<file path="src/rtl/fsmd_arith_unit.sv">
// rtl/fsmd_arith_unit.sv - multi-cycle add/sub/shift-add multiply FSMD with valid/ready channels
module fsmd_arith_unit #(
    parameter int WIDTH = 8
) (
    input  logic               clk,
    input  logic               reset,
    input  logic               in_valid,
    output logic               in_ready,
    input  logic [1:0]         op,
    input  logic [WIDTH-1:0]   a,
    input  logic [WIDTH-1:0]   b,
    output logic               out_valid,
    input  logic               out_ready,
    output logic [2*WIDTH-1:0] result,
    output logic               err,
    output logic               busy
);

    localparam int CW = $clog2(WIDTH) + 1;

    typedef enum logic [1:0] {
        IDLE   = 2'd0,
        ADDSUB = 2'd1,
        MUL    = 2'd2,
        DONE   = 2'd3
    } state_t;

    state_t             state;
    state_t             state_next;

    logic [1:0]         op_reg;
    logic [WIDTH-1:0]   a_reg;
    logic [WIDTH-1:0]   b_reg;
    logic [2*WIDTH-1:0] acc;
    logic [2*WIDTH-1:0] acc_next;
    logic [2*WIDTH-1:0] b_shift;
    logic [2*WIDTH-1:0] addsub_res;
    logic               addsub_err;
    logic [CW-1:0]      cnt;
    logic               a_bit;
    logic               mul_last;

    always_ff @(posedge clk) begin
        if (reset) begin
            state <= IDLE;
        end else begin
            state <= state_next;
        end
    end

    always_comb begin
        state_next = state;
        case (state)
            IDLE: begin
                if (in_valid) begin
                    state_next = (op == 2'b10) ? MUL : ADDSUB;
                end
            end
            ADDSUB: state_next = DONE;
            MUL: begin
                if (mul_last) begin
                    state_next = DONE;
                end
            end
            DONE: begin
                if (out_ready) begin
                    state_next = IDLE;
                end
            end
            default: state_next = IDLE;
        endcase
    end

    always_comb begin
        in_ready  = (state == IDLE);
        out_valid = (state == DONE);
        busy      = (state != IDLE);
    end

    // One multiplier bit per cycle: the partial product b << i is added when a[i] is set.
    always_comb begin
        mul_last = (cnt == CW'(WIDTH - 1));
        a_bit    = |(a_reg & (WIDTH'(1) << cnt));
        b_shift  = {{WIDTH{1'b0}}, b_reg} << cnt;
        acc_next = acc + (a_bit ? b_shift : '0);
    end

    always_comb begin
        addsub_res = '0;
        addsub_err = 1'b0;
        case (op_reg)
            2'b00:   addsub_res = {{(WIDTH-1){1'b0}}, {1'b0, a_reg} + {1'b0, b_reg}};
            2'b01:   addsub_res = {{(WIDTH-1){1'b0}}, {1'b0, a_reg} - {1'b0, b_reg}};
            2'b11:   addsub_err = 1'b1;
            default: addsub_res = '0;
        endcase
    end

    always_ff @(posedge clk) begin
        if (reset) begin
            op_reg <= '0;
            a_reg  <= '0;
            b_reg  <= '0;
            acc    <= '0;
            cnt    <= '0;
            result <= '0;
            err    <= 1'b0;
        end else begin
            case (state)
                IDLE: begin
                    if (in_valid) begin
                        op_reg <= op;
                        a_reg  <= a;
                        b_reg  <= b;
                        acc    <= '0;
                        cnt    <= '0;
                    end
                end
                ADDSUB: begin
                    result <= addsub_res;
                    err    <= addsub_err;
                end
                MUL: begin
                    acc <= acc_next;
                    cnt <= cnt + CW'(1);
                    if (mul_last) begin
                        result <= acc_next;
                        err    <= 1'b0;
                    end
                end
                default: ;
            endcase
        end
    end

endmodule

</file>
<file path="config.mk">
export PLATFORM = sky130hd
export DESIGN_NAME = fsmd_arith_unit
export DESIGN_NICKNAME = d
export VERILOG_FILES = /design/src/rtl/fsmd_arith_unit.sv
export SDC_FILE = /design/constraint.sdc
export NUM_CORES = 1
export LEC_CHECK = 0
export BUFFER_PORTS_ARGS = -buffer_cell sky130_fd_sc_hd__buf_2
export CAP_MARGIN = 40
export CORE_ASPECT_RATIO = 1.25
export CORE_UTILIZATION = 44
export DETAILED_ROUTE_END_ITERATION = 6
export PLACE_DENSITY = 0.63
export SETUP_SLACK_MARGIN = 0.02
export SLEW_MARGIN = 20
export SYNTH_ARGS = -nofsm -noshare
export SYNTH_HDL_FRONTEND = slang
export SYNTH_SLANG_ARGS = --single-unit
</file>
<file path="constraint.sdc">
create_clock -name clk -period 9.6 [get_ports clk]
set_input_delay 0.48 -clock clk [delete_from_list [all_inputs] [get_ports clk]]
set_output_delay 0.48 -clock clk [all_outputs]
set_load 0.01 [all_outputs]
</file>
==> key figures <==
Yosys
  – Sequential fraction of the synthesis area: 0.295
  – Synth Area per Inst: 7.57 um2
  – Mapped Cells: 511
  – Cell with the most instances after synthesis: sky130_fd_sc_hd__nand2_1
  – Syn Nets: about 570
  – Flip-flop and latch count after synthesis: 57
  – Mapped cell area: 3870 um2
  – Flip-flop cell with the highest count after synthesis: sky130_fd_sc_hd__dfxtp_1
  – Fraction of synthesized cell area taken by the top area cell type: 0.295
  – Most numerous cell types in the synthesized netlist: 78 x sky130_fd_sc_hd__nand2_1, 62 x sky130_fd_sc_hd__a21oi_1, 57 x sky130_fd_sc_hd__dfxtp_1
  – Post-synth EDFFs: 0
  – Cell taking the most area after synthesis: sky130_fd_sc_hd__dfxtp_1
  – Leading post-synthesis cells by cell area: sky130_fd_sc_hd__dfxtp_1 29%, sky130_fd_sc_hd__ha_1 11%, sky130_fd_sc_hd__a21oi_1 8.0%
  – Ys async rst share: 0
  – Distinct cell type count after synthesis: 55
  – Synth Warn #: 0

Floorplanning
  – Initial Util: 0.462
  – X dimension of the die: 85.9 um
  – Count of standard-cell rows: 37
  – Overall die height: about 110 um
  – Core footprint: between 8000 and 9000 um2
  – Top Ports: 42
  – Die outline area: approximately 9000 um2

Clocking
  – Root Buffer Master: sky130_fd_sc_hd__clkbuf_8
  – Total number of H-tree levels: 3
  – Max Buffers Root-to-Sink: 2
  – Number of clock sinks seen by CTS: 57
  – Clock latency on the worst-skew pair: between 0.3 and 0.4 ns
  – Clk slew on worst S/H paths: roughly 0.07 ns
  – Post CTS Setup Buffer Count: 0
  – CTS tree: built
  – CTS Hold Buffers Added: 0
  – Quantity of gates resized following cts: 0
  – Total clock buffers created by CTS: 9

Pwr
  – VDD IR max: 0.147 mV
  – Power density of the placed cells: around 230 nW/um2
  – Static leakage: 1.82 nW

Detailed routing
  – Routed Wire Length: around 10000 um
  – Via count normalized by instance count: ~5.6
  – DR DRC count: 0
  – Iteration count of the initial detailed-routing pass: 5
  – Starting DRC count in detailed routing: 180
  – Final antenna-violating net count: 0
  – Routed via count: between 3000 and 4000
  – Wirelength per Cell: ~16 um

GRT
  – Remaining global-route overflow: 0
  – Global-route wire length before repair: 16500 um
  – Vias in the first global route: roughly 3500
  – Maximum number of pins on one net before global-route repair: 31
  – Number of antenna violations at the first check in global routing: 0
  – All-Layer GR Usage: 0.231

Setup path
  – Maximum net fanout on the critical path: 19
  – Critical Path End Type: flop
  – Startpoint types: flop
  – Worst Path Required: about 9.8 ns
  – Crit path DAT: roughly 5 ns
  – Kind of critical path: reg -> reg

Finish
  – Sequential cell area: approximately 1100 um2
  – Post-synthesis to final-layout area growth: 12.1%
  – Post-route insts no fill: about 660
  – Area occupied by multi-input gates: between 2000 and 3000 um2
  – Share of cells above drive strength 1: 0.127
  – Util after Layout: 0.518
  – Top Registers: acc x16, result x16
  – Number of fill cells: approximately 870
  – Final-stage net count: 598
  – Diodes inserted: 0

STA
  – Final worst path period need: roughly 4.7 ns
  – Clock Skews: roughly 0.014 ns
  – Tightest Pin Transition: approximately 0.8 ns
  – Fin crit share: 0.486
  – Finish-stage setup viols: 0
  – Slew headroom: 0.457
  – Post-Route Setup TNS: 0 ns
  – Hold Vio Cnt, Final: 0
  – Highest achievable clock rate: between 200 and 250 MHz
  – RSZ-0062 raised after global routing: no
  – Final hold slack: about 0.36 ns
  – Final number of max-transition violations: 0

Placement
  – Count of buffers inserted at the top-level ports: between 40 and 50
  – Final estimated routing congestion in global placement: about 0.93
  – Half-perimeter wire length after detailed placement: between 7000 and 8000 um
  – # placed instances: ~650

Hold path
  – Class of the most critical hold timing path: in -> reg

Status
  – Status: finished, final reports clean

Flow run
  – Count of maximum capacitance violations: 0
[layout make-up]
cell class                 count  share of cell area
tap                          117              0.0337
clock inverter                 5              0.0133
multi-input combinational    409               0.586
sequential                    57               0.263
clock buffer                  10              0.0294
inverter                      20              0.0173
timing repair buffer          44              0.0571
[power by group]
group | total [mW] | internal, mW | leakage, nW | switching [mW]
clock | 0.222 | 0.118 | 0.0844 | 0.105
combinational | 0.486 | 0.179 | 1.27 | 0.307
sequential | 0.300 | 0.267 | 0.464 | 0.0328
total | 1.01 | 0.564 | 1.82 | 0.445
[worst max-delay path: stages, from the launching register on]
cell and delay [ns]:
sky130_fd_sc_hd__dfxtp_1 0.68, sky130_fd_sc_hd__clkinv_1 0.38, sky130_fd_sc_hd__ha_1 0.32, sky130_fd_sc_hd__a222oi_1 0.32
sky130_fd_sc_hd__mux2i_1 0.12, sky130_fd_sc_hd__o21ai_1 0.42, sky130_fd_sc_hd__inv_1 0.12, sky130_fd_sc_hd__nand2_1 0.15
sky130_fd_sc_hd__nor4_1 0.07, sky130_fd_sc_hd__ha_1 0.25, sky130_fd_sc_hd__fa_1 0.44, sky130_fd_sc_hd__a211oi_1 0.36
sky130_fd_sc_hd__o211ai_1 0.21, sky130_fd_sc_hd__a21oi_1 0.21, sky130_fd_sc_hd__o21ai_0 0.13, sky130_fd_sc_hd__xor2_1 0.16
sky130_fd_sc_hd__a22o_1 0.20
[worst paths after layout]
kind / slack (ns) / from / endpoint / cells past startpoint
max: 4.94 / cnt[0]$_SDFFE_PP0P_ / result[14]$_SDFFE_PP0P_ / 16
min: 0.36 / a[7] / a_reg[7]$_SDFFE_PP0P_ / 3
max reg2reg: 4.94 / cnt[0]$_SDFFE_PP0P_ / result[14]$_SDFFE_PP0P_ / 16
min reg2reg: 0.45 / result[13]$_SDFFE_PP0P_ / result[13]$_SDFFE_PP0P_ / 2
[per-layer routing]
layer  GRT usage  part of all wire  up-vias
met5           0                 0        -
met1       0.269              0.42     1696
met2       0.399              0.49      112
li1            -                 -     1876
met4       0.131             0.043        0
met3      0.0393             0.039       35
[cells in the final DEF (no fill, tap or decap), types with 3 or more instances in the layout]
cell                         Yosys  routed
sky130_fd_sc_hd__a221oi_1        3       3
sky130_fd_sc_hd__and3_1          5       5
sky130_fd_sc_hd__nand4_1         4       4
sky130_fd_sc_hd__nand3_1        15      15
sky130_fd_sc_hd__nor3_1         21      21
sky130_fd_sc_hd__dfxtp_1        57      57
sky130_fd_sc_hd__o211ai_1        4       4
sky130_fd_sc_hd__buf_2           7      41
sky130_fd_sc_hd__a21oi_1        62      62
sky130_fd_sc_hd__nand2_1        78      78
sky130_fd_sc_hd__and2_1          3       3
sky130_fd_sc_hd__mux2i_1         8       8
sky130_fd_sc_hd__a31oi_1         5       5
sky130_fd_sc_hd__clkbuf_8        0       9
sky130_fd_sc_hd__nand2b_1        4       4
sky130_fd_sc_hd__o21ai_0        23      23
sky130_fd_sc_hd__xnor2_1        13      13
sky130_fd_sc_hd__xor2_1          5       5
sky130_fd_sc_hd__ha_1           33      33
sky130_fd_sc_hd__or3_1           6       6
sky130_fd_sc_hd__o211a_1         3       3
sky130_fd_sc_hd__nand3b_1        7       7
sky130_fd_sc_hd__a211oi_1        9       9
sky130_fd_sc_hd__clkinvlp_4      0       3
sky130_fd_sc_hd__a21o_1          8       8
sky130_fd_sc_hd__a22o_1          5       5
sky130_fd_sc_hd__nor2_1         47      47
sky130_fd_sc_hd__nor2b_1         4       4
sky130_fd_sc_hd__inv_1          19      19
[cell families after synthesis]
kind of cell,count (synthesis),synth area share
mux,10,0.0265
buf+inv,45,0.0479
fa+ha+maj,35,0.117
xor+xnor,18,0.0408
compound gates,142,0.229
simple gates,204,0.244
flops,57,0.295
[through the flow]
stage | setup WS [ns] | power (mW) | area, um2
final | 4.94 | 1.01 | 4340
after global routing | 4.50 | 1.08 | 4340
after CTS | 4.98 | 1.01 | 4340
after detailed placement | 4.98 | 0.790 | 4150
after global placement | 5.18 | 0.782 | 4130
after floorplan | 5.71 | 0.654 | 3870
No activity file was read; power rests on OpenSTA's default activity.
